**config.mk**
```make
export PLATFORM = sky130hd
export DESIGN_NAME = mem_port_arbiter
export DESIGN_NICKNAME = d
export VERILOG_FILES = /design/src/rtl/mem_port_arbiter.sv
export SDC_FILE = /design/constraint.sdc
export NUM_CORES = 1
export LEC_CHECK = 0
export CORE_MARGIN = 4
export CORE_UTILIZATION = 31
export CTS_CLUSTER_DIAMETER = 120
export DETAILED_ROUTE_END_ITERATION = 10
export SYNTH_ARGS = -nofsm -noshare
export SYNTH_HDL_FRONTEND = slang
export SYNTH_SLANG_ARGS = --single-unit
```
**constraint.sdc**
```tcl
create_clock -name clk -period 5.7 [get_ports clk]
set_clock_uncertainty 0.15 [all_clocks]
set_input_delay 0.57 -clock clk [delete_from_list [all_inputs] [get_ports clk]]
set_output_delay 0.57 -clock clk [all_outputs]
set_load 0.03 [all_outputs]
```
**src/rtl/mem_port_arbiter.sv**
```systemverilog
// Shares one single-port memory between instruction fetch (I) and load/store (D).
// D wins by default; a burst guard forces I after MAX_DBURST D grants and a watchdog aborts hung accesses.
module mem_port_arbiter #(
  parameter int MAX_DBURST = 4,
  parameter int TIMEOUT    = 16
) (
  input  logic        clk,
  input  logic        reset,
  input  logic        i_req,
  input  logic [31:0] i_addr,
  output logic [31:0] i_rdata,
  output logic        i_ready,
  input  logic        d_req,
  input  logic        d_we,
  input  logic [31:0] d_addr,
  input  logic [31:0] d_wdata,
  input  logic [3:0]  d_be,
  output logic [31:0] d_rdata,
  output logic        d_ready,
  output logic        d_err,
  output logic        i_err,
  output logic        mem_en,
  output logic        mem_we,
  output logic [31:0] mem_addr,
  output logic [31:0] mem_wdata,
  output logic [3:0]  mem_be,
  input  logic [31:0] mem_rdata,
  input  logic        mem_ack,
  output logic        stall_if,
  output logic        stall_mem
);
  localparam int BW = $clog2(MAX_DBURST + 1);
  localparam int TW = $clog2(TIMEOUT);
  localparam logic [BW-1:0] BURST_MAX = BW'(MAX_DBURST);
  localparam logic [TW-1:0] TO_LAST   = TW'(TIMEOUT - 1);

  typedef enum logic [1:0] {S_IDLE, S_ISSUE, S_WAIT} state_e;

  state_e        state_q, state_d;
  logic          owner_q, owner_d;  // 1 = D owns the in-flight transaction
  logic          we_q, we_d;
  logic [31:0]   addr_q, addr_d;
  logic [31:0]   wdata_q, wdata_d;
  logic [3:0]    be_q, be_d;
  logic [BW-1:0] burst_q, burst_d;
  logic [TW-1:0] tcnt_q, tcnt_d;
  logic [31:0]   i_rdata_q, i_rdata_d, d_rdata_q, d_rdata_d;
  logic          i_ready_q, i_ready_d, d_ready_q, d_ready_d;
  logic          i_err_q, i_err_d, d_err_q, d_err_d;

  logic        i_elig, d_elig, grant_i, grant_d, abort_c, finish_c;
  logic [31:0] sel_addr;

  // A requester whose ready pulses this cycle is still holding its old req; ignore it once.
  assign i_elig   = i_req & ~i_ready_q;
  assign d_elig   = d_req & ~d_ready_q;
  assign grant_i  = i_elig & (~d_elig | (burst_q == BURST_MAX));
  assign grant_d  = d_elig & ~grant_i;
  assign abort_c  = (state_q == S_WAIT) & ~mem_ack & (tcnt_q == TO_LAST);
  assign finish_c = ((state_q == S_ISSUE) | (state_q == S_WAIT)) & (mem_ack | abort_c);

  // NOTE: state is updated with non-blocking assignments so every register samples pre-edge values.
  always_ff @(posedge clk or negedge reset) begin
    if (!reset) begin
      state_q   <= S_IDLE;
      owner_q   <= 1'b0;
      we_q      <= 1'b0;
      addr_q    <= '0;
      wdata_q   <= '0;
      be_q      <= '0;
      burst_q   <= '0;
      tcnt_q    <= '0;
      i_rdata_q <= '0;
      d_rdata_q <= '0;
      i_ready_q <= 1'b0;
      d_ready_q <= 1'b0;
      i_err_q   <= 1'b0;
      d_err_q   <= 1'b0;
    end else begin
      state_q   <= state_d;
      owner_q   <= owner_d;
      we_q      <= we_d;
      addr_q    <= addr_d;
      wdata_q   <= wdata_d;
      be_q      <= be_d;
      burst_q   <= burst_d;
      tcnt_q    <= tcnt_d;
      i_rdata_q <= i_rdata_d;
      d_rdata_q <= d_rdata_d;
      i_ready_q <= i_ready_d;
      d_ready_q <= d_ready_d;
      i_err_q   <= i_err_d;
      d_err_q   <= d_err_d;
    end
  end

  always_comb begin
    // NOTE: every variable gets a default before the case so no path can infer a latch.
    state_d   = state_q;
    owner_d   = owner_q;
    we_d      = we_q;
    addr_d    = addr_q;
    wdata_d   = wdata_q;
    be_d      = be_q;
    burst_d   = burst_q;
    tcnt_d    = tcnt_q;
    i_rdata_d = i_rdata_q;
    d_rdata_d = d_rdata_q;
    i_ready_d = 1'b0;
    d_ready_d = 1'b0;
    i_err_d   = 1'b0;
    d_err_d   = 1'b0;
    sel_addr  = grant_d ? d_addr : i_addr;
    case (state_q)
      S_IDLE: begin
        if (grant_i || grant_d) begin
          state_d = S_ISSUE;
          owner_d = grant_d;
          we_d    = grant_d & d_we;
          addr_d  = sel_addr & ~32'h3;
          wdata_d = grant_d ? d_wdata : 32'h0;
          be_d    = (grant_d & d_we) ? d_be : 4'hF;
          tcnt_d  = '0;
          if (grant_i || !i_req) burst_d = '0;
          else if (burst_q != BURST_MAX) burst_d = burst_q + 1'b1;
        end
      end
      S_ISSUE, S_WAIT: begin
        tcnt_d = tcnt_q + 1'b1;
        if (finish_c) begin
          state_d = S_IDLE;
          if (owner_q) begin
            d_ready_d = 1'b1;
            d_err_d   = abort_c;
            if (abort_c) d_rdata_d = 32'h0;
            else if (!we_q) d_rdata_d = mem_rdata;
          end else begin
            i_ready_d = 1'b1;
            i_err_d   = abort_c;
            i_rdata_d = abort_c ? 32'h0 : mem_rdata;
          end
        end else if (state_q == S_ISSUE) begin
          state_d = S_WAIT;
        end
      end
      default: state_d = S_IDLE;
    endcase
  end

  always_comb begin
    mem_en    = (state_q == S_ISSUE);
    stall_if  = i_req & ~i_ready_q;
    stall_mem = d_req & ~d_ready_q;
  end

  assign mem_we    = we_q;
  assign mem_addr  = addr_q;
  assign mem_wdata = wdata_q;
  assign mem_be    = be_q;
  assign i_rdata   = i_rdata_q;
  assign d_rdata   = d_rdata_q;
  assign i_ready   = i_ready_q;
  assign d_ready   = d_ready_q;
  assign i_err     = i_err_q;
  assign d_err     = d_err_q;
endmodule

```
---- Yosys cells after proc, flatten, opt, wreduce, memory -nomap -nowiden ----
Cells that the tools add are included.
word-level totals
  logic and storage cells ................. 80
  output and inout bits ................... 140
  flip-flop bits (word level) ............. 145
  input port bits ......................... 138
operators by class
  reduce and logical (&&, ||, !) cells .... 13
  equality and inequality tests ........... 8
  bitwise operators ....................... 17
  multiplexer cells ....................... 26
  $add $sub $neg .......................... 2
operator list
  operator             count
  $mux 32              5
  $mux 1               12
  $and 1x1->1          8
  $mux 4               2
  $pmux 4 s2           1
  $mux 2               3
  $mux 3               2
  $ne 3x3->1 const B   2
  $not 1->1            6
  $reduce_and 2->1     3
  $reduce_and 3->1     2
  $add 4x1->4 const B  1
  $eq 4x4->1 const B   1
  $pmux 2 s2           1
  $reduce_and 4->1     1
  $reduce_bool 2->1    2
  $add 3x1->3 const B  1
  $eq 3x3->1 const B   1
  $or 1x1->1           3
  $eq 2x1->1 const B   1
  $eq 2x2->1 const B   1
  $logic_not 2->1      1
  $logic_or 1x1->1     2
  $ne 2x1->1 const B   1
  3 further kinds      3

---- Longest topological paths before layout ----
  depth after elaboration ................. 10
  gate-level depth with buffers ........... 8
  gate-level depth less buffers ........... 6

---- Worst setup path after synthesis ----
OpenSTA, ideal clock, no wires.
  path type ............................... reg-to-reg
  start point ............................. register state_q[1]
  end point ............................... register i_rdata_q[10] (netlist: i_rdata[10])
  path slack .............................. 3825 ps
  arrival ................................. 1604 ps
  clock period less this slack ............ 1875 ps
  required time ........................... 5429 ps
  stages on the path, launching flop included .. 9
  library setup time ...................... 121 ps
  buffers on the path ..................... 3
  cells stage by stage .................... dfrtp_1 > inv_1 > ha_1 > buf_2 > nand2b_1 > or2_1 > buf_6 > buf_8 > a22o_1
on the way
  cells in the longest elaborated chain, start to end .. 6
  elaborated cells on any way between the ends .. 10
  those cells by class .................... 2 x eq/ne; 1 x mux; 5 x bitwise; 2 x reduce/logical
RTL lines
  element                     RTL line     source
  start, declared             39           state_e state_q, state_d;
  start signal, assigned      80           state_q <= state_d;
  $eq 2x2->1                  59, 60, 114
  $and 1x1->1 (2 in a row)    59           assign abort_c = (state_q == S_WAIT) & ~mem_ack & (tcnt_q == TO_LAST);
  $or 1x1->1                  60           assign finish_c = ((state_q == S_ISSUE) | (state_q == S_WAIT)) & (mem_ack | abort_c);
  $and 1x1->1                 60
  $reduce_and 3->1 (no line)  n/a
  end signal, assigned        88           i_rdata_q <= i_rdata_d;
  end, declared               47           logic [31:0] i_rdata_q, i_rdata_d, d_rdata_q, d_rdata_d;
Parallel ways exist; a longest one is shown, timed or not.
A chain may end at the register's enable or synchronous reset.

---- Worst setup path after layout ----
  start point ............................. input i_req
  end point ............................... output stall_if
on the way
  cells in the longest elaborated chain, start to end .. 1
RTL lines
  element          RTL line  source
  start, declared  9         input logic i_req,
  $and 1x1->1      152       stall_if = i_req & ~i_ready_q;
  end, declared    29        output logic stall_if,
Every way passes these cells.

==> key figures <==
Setup path
  • CP Capture Type: primary output
  • CP startpoint kind: input pin
  • Cell depth of the worst setup path: 4
  • CP Cell Sequence: clkdlybuf4s50_1, nand2b_2, inv_2, clkdlybuf4s50_1
  • Req. time, crit path: 4.98 ns
  • CP max-delay cell: clkdlybuf4s50_1
  • Sum of buffers and inverters on the critical path: 3
  • Crit Path Max Fanout: 6
  • WP data arrival: 2.12 ns
  • Critical path's top delay family: buffers and inverters
  • Most used cell, CP: clkdlybuf4s50_1
  • Worst path max stage delay: 0.67 ns
  • Worst Reg-to-Reg Cells: 5
  • WS Path Type: in2out

Finish
  • Post-Layout Inst Area: 0.009161 mm^2
  • # fillers: 1582
  • # diodes: 0
  • Layout Utilization: 0.5031
  • Multi-input gate area: 0.001886 mm^2
  • Layout cells sized above 1: 0.07076
  • Nets: 882
  • Layout overhead on the synthesized area: 57.53%
  • Seq. cell area: 0.003628 mm^2

STA
  • Slew @ Worst Pin: 1.207 ns
  • Setup violators final: 0
  • Worst setup margin: 2.863 ns
  • Max-Slew Margin vs Limit: 0.1950
  • Setup TNS: 0 ns
  • Slew Limit Fails: 0
  • Minimum clock period: 2.837 ns
  • RSZ-0062 raised after global routing: false
  • Fin. Hold Viols: 0
  • Fin crit share: 0.4977
  • Fmax: 352.5 MHz

Yosys
  • Synthesized area: 0.005816 mm^2
  • Mean post-synth cell area: 12.22 um^2
  • Yosys warnings: 0
  • Post-synth EDFFs: 0
  • Area leader, netlist: dfrtp_1
  • Top cell type's share of synthesized area: 0.6239
  • Netlist cell types: 40
  • Seq cells post-synth: 145
  • Primary FF master, synth: dfrtp_1
  • Synth Instances: 476
  • Sequential share of the synthesized area: 0.6239
  • Fraction of registers with async set/reset: 1.000
  • Most frequent cell after synthesis: dfrtp_1
  • Synth cell count leaders: dfrtp_1 (145), a22o_1 (93), a21oi_1 (65)
  • Synth area leaders: dfrtp_1 (62%), a22o_1 (14%), a21oi_1 (5.6%)

Power
  • Share of power burned in combinational logic: 0.520
  • Total power: 5873 uW
  • Flop pwr share: 0.296
  • Internal power: 3401 uW
  • Worst vdd ir: 0.2480 mV
  • Net switching fraction of the power: 0.4210
  • Pleak: 0.003960 uW
  • Pwr Density: 641.0 mW/mm^2
  • P_sw: 2472 uW
  • Clock Power Share: 0.183

Placement
  • Routability cong.: 0.8040
  • Detail Placement HPWL: 13330 um
  • Port buffer count: 271
  • Area post-placement: 0.008597 mm^2
  • Dpl ws: 2.731 ns

CTS
  • Post-CTS Setup Inserts: 0
  • Root buf cell: clkbuf_16
  • Post-CTS sizing: 0
  • H-tree levels: 4
  • Skew-Pair Late Insertion Delay: 0.41 ns
  • CTS tree: done
  • Inserted Clock Buffers: 17
  • Clk sink count: 145
  • # hold bufs at CTS: 0
  • Maximum root-to-sink buffer count: 2
  • CTS clk-pin slew, worst paths: 0.06 ns

Route
  • Drt pass-1 iters: 4
  • Post-route ant nets: 0
  • Final wirelength: 19100 um
  • DRC: 0
  • Via count: 4851
  • Routed len/inst: 19.53 um
  • Initial DRC count: 307
  • Via density: 4.960

GRT
  • Overall routing resource usage: 0.1807
  • Vias in the first global route: 5326
  • Global-route wire length before repair: 30190 um
  • Initial antenna violation count: 0
  • Global route overflow: 0
  • Largest net degree at the start of global routing: 101

Hold path
  • Hold Crit Class: in2async

Floorplanning
  • Die X-Extent: 145.0 um
  • Ports: 278
  • Core Region: 0.01821 mm^2
  • Starting Density: 0.3194
  • Rows: 49
  • Die height: 145.0 um
  • Die Area: 0.02101 mm^2

Run
  • # Max-Cap Violations: 0

Outcome
  • Outcome: completed
==> cells by family (layout without fill, tap and decap cells) <==
group	Yosys count	count (layout)	share of synthesized area
AO/OA/AOI/OAI	183	183	0.2321
AND/OR/NAND/NOR	94	94	0.07186
other	1	2	0.0006448
adder cells (fa/ha/maj)	7	7	0.01506
multiplexers	1	1	0.001721
flip-flops	145	145	0.6239
buffers and inverters	45	317	0.05465
==> power by group through the flow <==
stage / Sequential [uW] / Combinational [uW] / Clock (uW)
after detailed placement: 1740 / 3090 / 0
after global placement: 1730 / 3030 / 0
after CTS: 1740 / 3100 / 1110
after global routing: 1800 / 3240 / 1150
final: 1740 / 3060 / 1080
after floorplan: 2540 / 1080 / 0
==> routing by layer <==
layer  up-vias  share of wire  global-route usage
li1       2248              -                   -
met1      2413           0.41              0.2124
met2       156           0.51              0.3113
met3        34          0.056             0.05239
met4         0          0.028             0.07458
met5         -              0                   0
==> worst paths after layout <==
kind	startpoint	to	slack, ns
setup / recovery	i_req	stall_if	2.86
hold / removal	reset	d_rdata[7]	0.09
setup reg to reg	state_q[1]	burst_q[1]	3.15
hold reg to reg	mem_wdata[0]	mem_wdata[0]	0.35
max in group asynchronous	reset	mem_addr[29]	4.09
min in group clk	mem_wdata[0]	mem_wdata[0]	0.35
==> flip-flops by register name, indices dropped and copies added (netlist names) <==
signal / flops
burst_q: 3
d_err: 1
d_rdata: 32
d_ready: 1
i_err: 1
i_rdata: 32
i_ready: 1
mem_addr: 30
mem_be: 4
mem_wdata: 32
mem_we: 1
owner_q: 1
state_q: 2
tcnt_q: 4
==> through the flow <==
| step | hold WS (ns) | std cells |
|---|---|---|
| 4_1_cts | 0.1301 | 978 |
| 3_5_place_dp | 0.3398 | 947 |
| 5_1_grt | 0.1568 | 978 |
| 2_1_floorplan | 0.1244 | 477 |
| 6_report | 0.08868 | 978 |
| 3_3_place_gp | 0.3281 | 947 |
==> cell usage in the layout, fill, tap and decap left out, drive strengths merged <==
cell and n:
o22a 4, nand3b 2, a31o 1, and2b 1, o22ai 1, clkdlybuf4s50 270
a41o 1, a41oi 1, nand3 5, ha 7, conb 2, dfrtp 145
o21ai 5, nor2 36, bufinv 2, nand2b 4, nand4 1, a31oi 3
o31ai 1, inv 11, nand2 40, a21o 3, a21boi 1, o211ai 1
clkinv 9, a21oi 65, buf 8, clkbuf 17, and4 1, or2 1
and2 2, mux2i 1, a22o 96, nand4b 1
==> cell type report <==
type                       instances  area share
timing repair buffer             278      0.3020
inverter                           8    0.003278
clock inverter                    14     0.01516
tap                              229     0.03128
clock buffer                      17     0.04644
sequential                       145      0.3961
multi-input combinational        287      0.2058
(Power assumes the default switching activity.)
